<file path="src/rtl/apb_slave_regfile_if.sv">
// APB bus bundle between the bridge (master) and one register-file completer (slave).
// Carries select, strobes, address/data and the completer's response signals.
interface apb_slave_regfile_if;
   logic [2:0]  pselx;
   logic        penable;
   logic        pwrite;
   logic [31:0] paddr;
   logic [31:0] pwdata;
   logic [31:0] prdata;
   logic        pready;
   logic        pslverr;

   modport master (
      output pselx, penable, pwrite, paddr, pwdata,
      input  prdata, pready, pslverr
   );

   modport slave (
      input  pselx, penable, pwrite, paddr, pwdata,
      output prdata, pready, pslverr
   );
endinterface

</file>
<file path="src/rtl/apb_slave_regfile.sv">
// APB completer holding a DEPTH x 32-bit register file with registered responses.
// Define APB_WAIT_STATE_EN to insert WAIT_CYCLES wait states on every transfer.
module apb_slave_regfile #(
   parameter int unsigned SLV_IDX     = 0,
   parameter logic [31:0] BASE_ADDR   = 32'h8000_0000,
   parameter int unsigned DEPTH       = 16,
   parameter int unsigned WAIT_CYCLES = 2
) (
   input  logic                hclk,
   input  logic                hreset,
   apb_slave_regfile_if.slave  apb,
   output logic [15:0]         xfer_cnt,
   output logic                prot_err
);

   localparam int unsigned IdxW = $clog2(DEPTH);

   if (DEPTH < 2 || DEPTH > 256 || (DEPTH & (DEPTH - 1)) != 0) begin : g_bad_depth
      $error("DEPTH must be a power of two in 2..256");
   end
   if (WAIT_CYCLES > 15 || SLV_IDX > 2) begin : g_bad_param
      $error("WAIT_CYCLES must be 0..15 and SLV_IDX 0..2");
   end

   typedef enum logic [1:0] {StIdle, StWait, StReady} state_e;

   state_e            state_q, state_d;
   logic [IdxW-1:0]   idx_q, idx_d;
   logic              hit_q, hit_d;
   logic              write_q, write_d;
   logic [31:0]       wdata_q, wdata_d;
   logic [31:0]       prdata_q, prdata_d;
   logic              pready_q, pready_d;
   logic              pslverr_q, pslverr_d;
   logic [15:0]       xfer_cnt_q, xfer_cnt_d;
   logic              prot_err_q, prot_err_d;
   logic [31:0]       regs_q [DEPTH];
`ifdef APB_WAIT_STATE_EN
   logic [3:0]        cnt_q, cnt_d;
`endif

   logic              sel;
   logic [31:0]       off;
   logic              hit;
   logic [IdxW-1:0]   idx;
   logic              commit;
   logic              rsp_go;
   logic              rsp_hit;
   logic              rsp_write;
   logic [IdxW-1:0]   rsp_idx;
   logic              unused_pselx;

   assign sel          = apb.pselx[SLV_IDX];
   assign unused_pselx = ^apb.pselx;

   // Offset wraps modulo 2^32, so addresses below BASE_ADDR decode as misses.
   assign off = apb.paddr - BASE_ADDR;
   assign hit = (apb.paddr[1:0] == 2'b00) && (off < 32'(4 * DEPTH));
   assign idx = off[IdxW+1:2];

   always_comb begin
      state_d    = state_q;
      idx_d      = idx_q;
      hit_d      = hit_q;
      write_d    = write_q;
      wdata_d    = wdata_q;
      prdata_d   = prdata_q;
      pready_d   = 1'b0;
      pslverr_d  = 1'b0;
      xfer_cnt_d = xfer_cnt_q;
      prot_err_d = prot_err_q;
      commit     = 1'b0;
      rsp_go     = 1'b0;
      rsp_hit    = hit_q;
      rsp_write  = write_q;
      rsp_idx    = idx_q;
`ifdef APB_WAIT_STATE_EN
      cnt_d      = cnt_q;
`endif

      unique case (state_q)
         StIdle: begin
            if (sel && !apb.penable) begin
               idx_d     = idx;
               hit_d     = hit;
               write_d   = apb.pwrite;
               wdata_d   = apb.pwdata;
               rsp_hit   = hit;
               rsp_write = apb.pwrite;
               rsp_idx   = idx;
`ifdef APB_WAIT_STATE_EN
               if (WAIT_CYCLES > 0) begin
                  state_d = StWait;
                  cnt_d   = 4'(WAIT_CYCLES);
               end else begin
                  state_d = StReady;
                  rsp_go  = 1'b1;
               end
`else
               state_d = StReady;
               rsp_go  = 1'b1;
`endif
            end else if (sel && apb.penable) begin
               prot_err_d = 1'b1;
            end
         end
`ifdef APB_WAIT_STATE_EN
         StWait: begin
            if (!sel) begin
               state_d = StIdle;
            end else if (cnt_q == 4'd1) begin
               state_d = StReady;
               rsp_go  = 1'b1;
            end else begin
               cnt_d = cnt_q - 4'd1;
            end
         end
`endif
         StReady: begin
            state_d = StIdle;
            if (sel && apb.penable) begin
               commit     = write_q && hit_q;
               xfer_cnt_d = xfer_cnt_q + 16'd1;
            end
         end
         default: state_d = StIdle;
      endcase

      // Response is computed one edge early so pready/prdata come straight from flops.
      if (rsp_go) begin
         pready_d = 1'b1;
         if (!rsp_hit) begin
            prdata_d  = '0;
            pslverr_d = 1'b1;
         end else if (!rsp_write) begin
            prdata_d = regs_q[rsp_idx];
         end
      end
   end

   always_ff @(posedge hclk or posedge hreset) begin
      if (hreset) begin
         state_q    <= StIdle;
         idx_q      <= '0;
         hit_q      <= 1'b0;
         write_q    <= 1'b0;
         wdata_q    <= '0;
         prdata_q   <= '0;
         pready_q   <= 1'b0;
         pslverr_q  <= 1'b0;
         xfer_cnt_q <= '0;
         prot_err_q <= 1'b0;
         for (int unsigned i = 0; i < DEPTH; i++) begin
            regs_q[i] <= '0;
         end
      end else begin
         state_q    <= state_d;
         idx_q      <= idx_d;
         hit_q      <= hit_d;
         write_q    <= write_d;
         wdata_q    <= wdata_d;
         prdata_q   <= prdata_d;
         pready_q   <= pready_d;
         pslverr_q  <= pslverr_d;
         xfer_cnt_q <= xfer_cnt_d;
         prot_err_q <= prot_err_d;
         if (commit) begin
            regs_q[idx_q] <= wdata_q;
         end
      end
   end

`ifdef APB_WAIT_STATE_EN
   always_ff @(posedge hclk or posedge hreset) begin
      if (hreset) begin
         cnt_q <= '0;
      end else begin
         cnt_q <= cnt_d;
      end
   end
`endif

   assign apb.prdata  = prdata_q;
   assign apb.pready  = pready_q;
   assign apb.pslverr = pslverr_q;
   assign xfer_cnt    = xfer_cnt_q;
   assign prot_err    = prot_err_q;

endmodule
</file>
<file path="src/flat_wrapper.sv">
// flat-port wrapper written by rule: the top's interface ports become plain ports
module apb_slave_regfile_flat 
#(
   parameter int unsigned SLV_IDX     = 0,
   parameter logic [31:0] BASE_ADDR   = 32'h8000_0000,
   parameter int unsigned DEPTH       = 16,
   parameter int unsigned WAIT_CYCLES = 2
)
  (hclk, hreset, xfer_cnt, prot_err, apb_pselx, apb_penable, apb_pwrite, apb_paddr, apb_pwdata, apb_prdata, apb_pready, apb_pslverr);
  apb_slave_regfile_if apb_i ();
  input  logic hclk;
  input  logic hreset;
  output logic [15:0] xfer_cnt;
  output logic prot_err;
  input wire logic [$bits(apb_i.pselx)-1:0] apb_pselx;
  input wire logic [$bits(apb_i.penable)-1:0] apb_penable;
  input wire logic [$bits(apb_i.pwrite)-1:0] apb_pwrite;
  input wire logic [$bits(apb_i.paddr)-1:0] apb_paddr;
  input wire logic [$bits(apb_i.pwdata)-1:0] apb_pwdata;
  output wire logic [$bits(apb_i.prdata)-1:0] apb_prdata;
  output wire logic [$bits(apb_i.pready)-1:0] apb_pready;
  output wire logic [$bits(apb_i.pslverr)-1:0] apb_pslverr;
  assign apb_i.pselx = apb_pselx;
  assign apb_i.penable = apb_penable;
  assign apb_i.pwrite = apb_pwrite;
  assign apb_i.paddr = apb_paddr;
  assign apb_i.pwdata = apb_pwdata;
  assign apb_prdata = apb_i.prdata;
  assign apb_pready = apb_i.pready;
  assign apb_pslverr = apb_i.pslverr;
  apb_slave_regfile #(.SLV_IDX(SLV_IDX), .BASE_ADDR(BASE_ADDR), .DEPTH(DEPTH), .WAIT_CYCLES(WAIT_CYCLES)) u_core (.hclk(hclk), .hreset(hreset), .apb(apb_i), .xfer_cnt(xfer_cnt), .prot_err(prot_err));
endmodule
</file>
<file path="config.mk">
export PLATFORM = sky130hd
export DESIGN_NAME = apb_slave_regfile_flat
export DESIGN_NICKNAME = d
export VERILOG_FILES = /design/src/rtl/apb_slave_regfile_if.sv /design/src/rtl/apb_slave_regfile.sv /design/src/flat_wrapper.sv
export SDC_FILE = /design/constraint.sdc
export NUM_CORES = 1
export LEC_CHECK = 0
export BUFFER_PORTS_ARGS = -buffer_cell sky130_fd_sc_hd__buf_2
export CAP_MARGIN = 10
export CORE_UTILIZATION = 56
export DETAILED_ROUTE_END_ITERATION = 6
export GPL_ROUTABILITY_DRIVEN = 0
export PLACE_DENSITY = 0.76
export SYNTH_ARGS = -nofsm -noshare
export SYNTH_HDL_FRONTEND = slang
export SYNTH_SLANG_ARGS = --single-unit
</file>
<file path="constraint.sdc">
create_clock -name hclk -period 17.4 [get_ports hclk]
set_input_delay 0.87 -clock hclk [delete_from_list [all_inputs] [get_ports hclk]]
set_output_delay 0.87 -clock hclk [all_outputs]
set_load 0.02 [all_outputs]
</file>
[After elaboration in Yosys (flattened, before gate mapping)]
Cells that the tools add are included.
Operators by class
  $lt $le $gt $ge: 4
  eq/ne operators: 3
  add/subtract/negate cells: 2
  bitwise logic cells: 3
  muxes and demuxes: 23
  reduce and logical (&&, ||, !) cells: 12
Operators with widths (number)
  512-bit bitwise mux: 1
  32-bit 2-to-1 mux: 5
  32-bit binary-select mux with 4-bit select: 1
  32-bit demux with 4-bit select: 1
  32-bit by 7-bit less-than comparator with 1-bit output (second input constant): 1
  32-bit subtractor (second input constant): 1
  16-bit by 1-bit adder with 16-bit output (second input constant): 1
  1-bit 2-to-1 mux: 11
  5-bit greater-or-equal comparator (second input constant): 2
  4-bit inverter with 5-bit output: 2
  4-bit 2-to-1 mux: 2
  2-bit AND reduction: 3
  1-bit logical AND: 5
  5-bit by 1-bit less-than comparator with 1-bit output (second input constant): 1
  2-bit logical NOT: 2
  2-bit 2-to-1 mux: 2
  3-bit AND reduction: 1
  2-bit == test (second input constant): 1
  2-bit by 1-bit != test with 1-bit output (second input constant): 1
  2-bit != test (second input constant): 1
  1-bit logical NOT: 1
  1-bit inverter: 1
Storage, ports and cells
  bits in registers: 603
  input bits: 71

[Logic depth before layout (Yosys ltp)]
Gate-level depths: netlist of the first run.
  word-level depth: 10
  gate-level depth with buffers: 12

[Least setup slack after synthesis of the first run]
Ideal clock, no wire load.
  path type: in2reg
  start: input apb_penable
  end: register u_core.prdata_q[0], in the netlist u_core.apb.prdata[0]
  cell stages on the path: 11
  required time: 17.278 ns
  buffers on the path: 3
  path slack: 14.261 ns
  data arrival time: 3.018 ns
  cells stage by stage: or3b_1 buf_4 inv_4 buf_8 mux2i_4 inv_2 nand2_2 buf_2 o22ai_1 or4_1 a32o_1
On the way
  word-level cells in the longest chain between the ends: 10
  elaborated cells between the ends (all ways): 18
  classes of those cells: 1 x eq/ne; 13 x mux; 1 x bitwise; 3 x reduce/logical
RTL lines
  from (decl): RTL line flat_wrapper.sv:16  | input wire logic [$bits(apb_i.penable)-1:0] apb_penable;
  1-bit logical NOT *: RTL line apb_slave_regfile.sv:83  | if (sel && !apb.penable) begin
  1-bit logical AND *: RTL line apb_slave_regfile.sv:83
  4-bit 2-to-1 mux: RTL line apb_slave_regfile.sv:83
  4-bit 2-to-1 mux: RTL line apb_slave_regfile.sv:81  | unique case (state_q)
  4-bit inverter with 5-bit output (implied by the code): RTL line apb_slave_regfile.sv:136  | prdata_d = regs_q[rsp_idx];
  32-bit binary-select mux with 4-bit select: RTL line apb_slave_regfile.sv:136
  32-bit 2-to-1 mux (implied by the code) (2 in a row): RTL line apb_slave_regfile.sv:136
  32-bit 2-to-1 mux: RTL line apb_slave_regfile.sv:135  | end else if (!rsp_write) begin
  32-bit 2-to-1 mux: RTL line apb_slave_regfile.sv:132  | if (!rsp_hit) begin
  to (signal assigned): RTL line apb_slave_regfile.sv:162  | prdata_q <= prdata_d;
  to (decl): RTL line apb_slave_regfile.sv:32  | logic [31:0] prdata_q, prdata_d;
Mark *: on every way between the ends. The rest lies on a longest branch, timed or not. The select of a mux whose other input is x is not followed.
A chain may end at the register's enable or synchronous reset.

[Worst setup path in the final report of the first run]
  start: register u_core.state_q[1]
  end: register u_core.prdata_q[25], in the netlist u_core.apb.prdata[25]
On the way
  word-level cells in the longest chain between the ends: 8
  elaborated cells between the ends (all ways): 13
  classes of those cells: 1 x eq/ne; 9 x mux; 1 x bitwise; 2 x reduce/logical
RTL lines
  from (decl): RTL line apb_slave_regfile.sv:27  | state_e state_q, state_d;
  from (signal assigned): RTL line apb_slave_regfile.sv:143  | state_q <= StIdle;
  from (signal assigned): RTL line apb_slave_regfile.sv:157  | state_q <= state_d;
  2-bit logical NOT *: RTL line apb_slave_regfile.sv:81
  4-bit 2-to-1 mux: RTL line apb_slave_regfile.sv:81
  4-bit inverter with 5-bit output (implied by the code): RTL line apb_slave_regfile.sv:136
  32-bit binary-select mux with 4-bit select: RTL line apb_slave_regfile.sv:136
  32-bit 2-to-1 mux (implied by the code) (2 in a row): RTL line apb_slave_regfile.sv:136
  32-bit 2-to-1 mux: RTL line apb_slave_regfile.sv:135
  32-bit 2-to-1 mux: RTL line apb_slave_regfile.sv:132
Marked as above.

==> results.toml, run 1 <==
[status]
status = "finished clean"

[logic_synthesis]
ys_warn_count = 0
synthCells = 2073
synth_nets = 2145
syn-cell-area_um2 = 27800
synth_edf_count = 0
async_flop_share_pct = 100
yosysUniqueCellTypes = 43
postSynthAreaPerCell_um2 = 13.4
synth-seq-cells = 602
synthFlopType = "dfrtp_1"
yosysSeqAreaShare_pct = 54.2

[clock_network]
numCtsBuffers = 60
cts_max_level = 2
insertion_delay_ns = 0.62
post_cts_buffers = 0
cts_hold_buf = 0
cts.clk_slew.worst_paths_ns = 0.06
cts_root_buffer = "clkbuf_16"
clkSinkCount = 602
post_cts_resized = 0
clockBufferDepth = 3
cts_tree = "done"

[worst_setup_path]
rr_startpoint = "u_core.state_q[1]"
critPathLaunch = "u_core.state_q[1]"
critical_path.max_fanout = 123
path_class = "flip-flop to flip-flop"
critPathLaunchType = "flip-flop"
r2r_slack_ns = 12.17
rr_worst_depth = 10
required_ns = 17.90
reg2reg_to = "u_core.apb.prdata[25]"
cp-endpoint = "u_core.apb.prdata[25]"
critPathCaptureType = "flip-flop"
arrival_ns = 5.73

[sta]
period_share_pct = 30.1
rsz0062_at_grt = "false"
hold_viol_final = 0
finalClockSkew_ns = 0.0109
setup_violations = 0
max_slew_margin_pct = 21.6
tns_ns = 0
fmax_mhz = 191
worst_pin_slew_ns = 1.17
slew_viol_final = 0
min_period_ns = 5.23

[power_and_ir_drop]
p_clk_share_pct = 43.7
seqPwrFrac_pct = 47.2
p_comb_share_pct = 9.0
p_int_uw = 2330
powerDensity_nw_per_um2 = 101
p_switching_uw = 806
leakagePower_uw = 0.0153
switching_share_pct = 25.7
power_uw = 3130
peakVddDrop_mv = 0.0926

[global_route]
grt.total_usage_pct = 27.4
antenna_found_initial = 1
top_usage_layer = "met2"
use_met1_pct = 36.3
grt_use_met3_pct = 4.27
grt.overflow.total = 0
grt_start_max_net_pins = 190
grt_pass1_wl_um = 106000
grt_pass1_vias = 18400
grtUsageMet2_pct = 46.0

[floorplan]
core_region_area_um2 = 49000
fp-row-count = 81
die_x_um = 225
io_pins = 122
design.die.area_um2 = 50600
die_h_um = 225
start_util_pct = 56.8

[run]
maxCapViolations = 0

[detailed_routing]
drc = 0
wl_per_cell_um = 23.8
vias_per_cell = 6.22
drt_iter0_drc = 1181
wl_um = 67300
ant_nets = 0
vias = 17600
drt_first_pass_iters = 7

[layout]
fillers = 3703
fin_cells = 2833
layout_commonest_cell = "dfrtp_1"
area_delta_synth_final_pct = 11.4
drive_gt1_share_pct = 41.3
layout.nets = 2191
final_util_pct = 63.3
layout_common_cells = "dfrtp_1 (601), mux2_2 (545), nand2_1 (237)"

[hold_path]
hold_path.class = "primary input to flip-flop"
worstHoldStart = "apb_pwdata[26]"

[place]
numPortBuffers = 119
place_inst = 2721
hpwl_um = 36600
power by group through the flow:
stage | clock network (uW) | logic, uW | registers (uW)
3_3_place_gp | 0 | 280 | 1500
3_5_place_dp | 0 | 284 | 1500
2_1_floorplan | 0 | 218 | 1470
5_1_grt | 1440 | 302 | 1490
4_1_cts | 1390 | 285 | 1480
6_report | 1370 | 284 | 1480
worst min path at each step:
stage / to / slack, ns / cells after the start
2_1_floorplan: u_core.prot_err / 0.43 / 1
6_report: u_core.wdata_q[26] / 0.44 / 3
3_5_place_dp: u_core.xfer_cnt[15] / 0.46 / 1
5_1_grt: u_core.wdata_q[26] / 0.44 / 3
4_1_cts: u_core.wdata_q[26] / 0.41 / 3
3_3_place_gp: u_core.prot_err / 0.46 / 1
routing by layer:
layer	vias up	part of all wire, %	wire, um
met5	-	0	0
met4	0	2.9	1970
met3	135	5.5	3730
met2	511	50	33700
met1	9338	41	27900
li1	7626	-	-
layout make-up:
class                      count  area, um2  area share, %
clock buffer                  86       1750           5.65
antenna                        1       2.50        0.00808
tap                          664        831           2.68
clock inverter                25        355           1.15
multi-input combinational   1291      12000           38.9
inverter                      10       51.3          0.166
sequential                   602      15100           48.7
timing repair buffer         154        871           2.81
logic make-up after synthesis:
logic type | count (synthesis) | share of synthesized area, %
buf+inv | 180 | 2.88
xor+xnor | 15 | 0.472
flops | 602 | 54.2
mux | 765 | 33.0
simple gates | 323 | 4.92
compound gates | 187 | 4.53
fa+ha+maj | 1 | 0.0450
registers in the layout (all words and copies together), names as in the netlist:
name                count
u_core.xfer_cnt        16
u_core.apb.pslverr      1
u_core.prot_err         1
u_core.write_q          1
u_core.wdata_q         32
u_core.regs_q         512
u_core.idx_q            4
u_core.apb.pready       1
u_core.state_q          1
u_core.apb.prdata      32
u_core.hit_q            1
synth_stat cells, types with 5 or more instances:
cell type  instances  area share [%]
o2111ai_1          8            0.25
clkbuf_1          83             1.1
a21oi_1           64             1.2
o41ai_1           24            0.76
o22ai_1           56             1.3
xnor2_1            8            0.25
xor2_1             7            0.22
buf_4              8            0.22
buf_2             40            0.72
nor3_1             5           0.090
o2bb2ai_1         24            0.76
buf_1             34            0.46
mux4_2            64             5.2
inv_1              7           0.095
a32o_1             8            0.29
nand2_1          248             3.3
nand3_1           26            0.47
mux2_2           545              22
mux2i_1          153             5.5
nor2_1             8            0.11
or4_1              9            0.24
nor4_1             5            0.11
dfrtp_1          602              54
worst max-delay path, cell delays in order, from the launching register on:
cell and delay [ns]:
dfrtp_1 0.40, or3b_4 0.61, inv_4 0.26, buf_4 0.55, mux2i_4 0.18, inv_8 0.78
buf_4 0.95, mux2i_1 0.29, o22ai_1 0.10, or4_1 0.54, a32o_1 0.26
per-stage QoR:
| stage | hold WS (ns) | instance area, um2 | setup WS (ns) |
|---|---|---|---|
| after global routing | 0.440 | 31000 | 11.95 |
| after floorplan | 0.435 | 27800 | 8.32 |
| after CTS | 0.409 | 31000 | 12.19 |
| after detailed placement | 0.463 | 28900 | 11.63 |
| final | 0.439 | 31000 | 12.17 |
| after global placement | 0.455 | 28900 | 11.63 |
Note: power is estimated with default switching activity, not from simulation.
==> inputs of run 2 (changes only) <==
--- a/config.mk
+++ b/config.mk
@@ -5,12 +5,13 @@
 export SDC_FILE = /design/constraint.sdc
 export NUM_CORES = 1
 export LEC_CHECK = 0
+export ABC_AREA = 1
 export BUFFER_PORTS_ARGS = -buffer_cell sky130_fd_sc_hd__buf_2
 export CAP_MARGIN = 10
 export CORE_UTILIZATION = 56
 export DETAILED_ROUTE_END_ITERATION = 6
 export GPL_ROUTABILITY_DRIVEN = 0
-export PLACE_DENSITY = 0.76
+export PLACE_DENSITY = 0.77
 export SYNTH_ARGS = -nofsm -noshare
 export SYNTH_HDL_FRONTEND = slang
 export SYNTH_SLANG_ARGS = --single-unit
==> constraint.sdc (replaced) <==
create_clock -name hclk -period 4.4 [get_ports hclk]
set_input_delay 0.22 -clock hclk [delete_from_list [all_inputs] [get_ports hclk]]
set_output_delay 0.22 -clock hclk [all_outputs]
set_load 0.02 [all_outputs]
==> results.toml, run 2 <==
[clock_network]
clkSinkCount = 602
clockBufferDepth = 3
post_cts_resized = 0
numCtsBuffers = 59
cts_root_buffer = "clkbuf_16"
cts_max_level = 2
cts_tree = "done"
post_cts_buffers = 0
insertion_delay_ns = 0.63
cts.clk_slew.worst_paths_ns = 0.06

[global_route]
grt_pass1_wl_um = 123000
grt_start_max_net_pins = 156
grt.total_usage_pct = 32.8
antenna_found_initial = 0
grt.overflow.total = 0
grt_pass1_vias = 22300

[logic_synthesis]
postSynthAreaPerCell_um2 = 8.37
yosysUniqueCellTypes = 27
synth-xor-area-share_pct = 0.460
synthFlopType = "dfrtp_1"
yosys.area_share.simple_pct = 27.6
synthCells = 3182
synth_compound_area_share_pct = 10.3
synth_fa_ha_area_share_pct = 0.0470
synth_most_common_cell = "nand2_1"
ys_warn_count = 0
synth_mux_area_share_pct = 0
syn-cell-area_um2 = 26600
synthTopCellsByArea = "dfrtp_1 (57%), nand2_1 (14%), nand3_1 (12%)"
yosys.area.top_type = "dfrtp_1"
synth.top_cell.area_share_pct = 56.6
synth_edf_count = 0
synth_top_family_by_area = "simple AND/OR/NAND/NOR gates"
synth_common_cells = "nand2_1 (997), nand3_1 (645), dfrtp_1 (602)"
synth-seq-cells = 602
async_flop_share_pct = 100
yosysSeqAreaShare_pct = 56.6
synth_nets = 3254

[detailed_routing]
drc = 3
wl_met2_um = 37500
wl_per_cell_um = 20.4
vias_per_cell = 6.11
routed-wl-met3_um = 6710
ant_nets = 0
met1Wirelength_um = 30600
wl_um = 77900
drt_iter0_drc = 3350
routed.top_layer = "met4"
drt_first_pass_iters = 7
vias = 23400

[worst_setup_path]
critical_path.max_fanout = 37
path_class = "flip-flop to flip-flop"
r2r_slack_ns = 1.49
arrival_ns = 3.37
rr_worst_depth = 8
required_ns = 4.87
critPathCaptureType = "flip-flop"
critPathLaunch = "u_core.state_q[1]"
critPathLaunchType = "flip-flop"
rr_startpoint = "u_core.state_q[1]"
reg2reg_to = "u_core.regs_q[264]"

[floorplan]
die_x_um = 220
die_h_um = 220
start_util_pct = 57.0
fp-row-count = 79
design.die.area_um2 = 48400
core_region_area_um2 = 46800
io_pins = 122

[layout]
final_util_pct = 63.4
largest_register_ffs = 512
layout.nets = 3250
layout_common_cells = "nand2_1 (990), nand3_1 (645), dfrtp_1 (602)"
largest-register = "u_core.regs_q"
layout_commonest_cell = "nand2_1"
drive_gt1_share_pct = 8.61
fillers = 3772
area_delta_synth_final_pct = 11.2
antenna_cells = 0

[sta]
hold_viol_final = 0
hold_ws_ns = 0.0519
tns_ns = 0
setup_slack_ns = 1.49
setup_violations = 0
min_period_ns = 2.91
worst_pin_slew_ns = 1.12
rsz0062_at_grt = "false"
period_share_pct = 66.1
fmax_mhz = 344
max_slew_margin_pct = 25.1
slew_viol_final = 0
finalClockSkew_ns = 0.0177

[place]
pre_cts_ws_ns = 1.56
hpwl_um = 39500
numPortBuffers = 119

[status]
status = "finished with violations"
violations = "DRC"

[hold_path]
whs_path_depth = 4
hold_path.class = "primary input to flip-flop"
whs_endpoint = "u_core.apb.prdata[1]"
worstHoldStart = "apb_pwrite"

[run]
maxCapViolations = 0

[power_and_ir_drop]
peakVddDrop_mv = 0.322
leakagePower_uw = 0.0134
powerDensity_nw_per_um2 = 409
## run 2: changes by cell type in the layout (fill, tap and decap cells not counted), sizes merged, moves of 56 or more
cell	change
nand2	+749
nand3	+622
o21ai	+547
mux2	-545
mux2i	-156
mux4	-64
a21oi	-63
o22ai	-56
## run 2: worst max-delay path by stage
stage / cells past startpoint / endpoint
4_1_cts: 8 / u_core.regs_q[285]
3_3_place_gp: 13 / u_core.apb.prdata[13]
5_1_grt: 8 / u_core.regs_q[264]
2_1_floorplan: 1 / u_core.apb.prdata[0]
6_report: 8 / u_core.regs_q[264]
3_5_place_dp: 13 / u_core.apb.prdata[13]
## run 2: repair_timing
action | in CTS | in global routing
endpoints found under the setup margin | 0 | 0
hold endpoints to repair | 68 | 0
hold buffers | 38 | 0
## run 2: cell type report
cell class / count / area [um2] / area share [%]
clock buffer: 92 / 1740 / 5.88
clock inverter: 10 / 100 / 0.338
inverter: 55 / 211 / 0.714
multi-input combinational: 2259 / 10300 / 34.9
sequential: 602 / 15100 / 50.9
tap: 607 / 759 / 2.56
timing repair buffer: 201 / 1420 / 4.79
## run 2: layer usage
layer  up-vias  GRT usage (%)
met2      1243           54.0
met3       210           4.32
met1     11400           43.4
li1      10600              -
met5         -              0
met4         0           14.5
## run 2: where the power goes
group / leakage (uW) / switching (uW) / internal [uW] / total (uW)
Clock: 0.000908 / 2080 / 2810 / 4890
Combinational: 0.00420 / 1190 / 381 / 1580
Sequential: 0.00833 / 53.8 / 5600 / 5660
## run 2: kinds of logic (layout without fill, tap and decap cells)
kind of cell / Yosys count / in the layout
xor+xnor: 14 / 14
simple gates: 1694 / 1694
flops: 602 / 602
compound gates: 550 / 550
buf+inv: 321 / 358
fa+ha+maj: 1 / 1
## run 2: worst max-delay path, cell delays in order, from the launching register on
cell and delay (ns):
dfrtp_1 0.45, nand3_2 0.21, inv_2 0.12, nand3_1 0.15, inv_2 0.36, nand4_4 0.70
buf_4 0.53, nand2_1 0.11, o21ai_0 0.09
## run 2: per-stage QoR
stage          instances  instance area [um2]  total power (uW)
5_1_grt             3826                29600             12500
3_3_place_gp        3686                27400              7250
3_5_place_dp        3686                27400              7280
4_1_cts             3826                29600             12100
2_1_floorplan       3182                26600              6810
6_report            3826                29600             12100
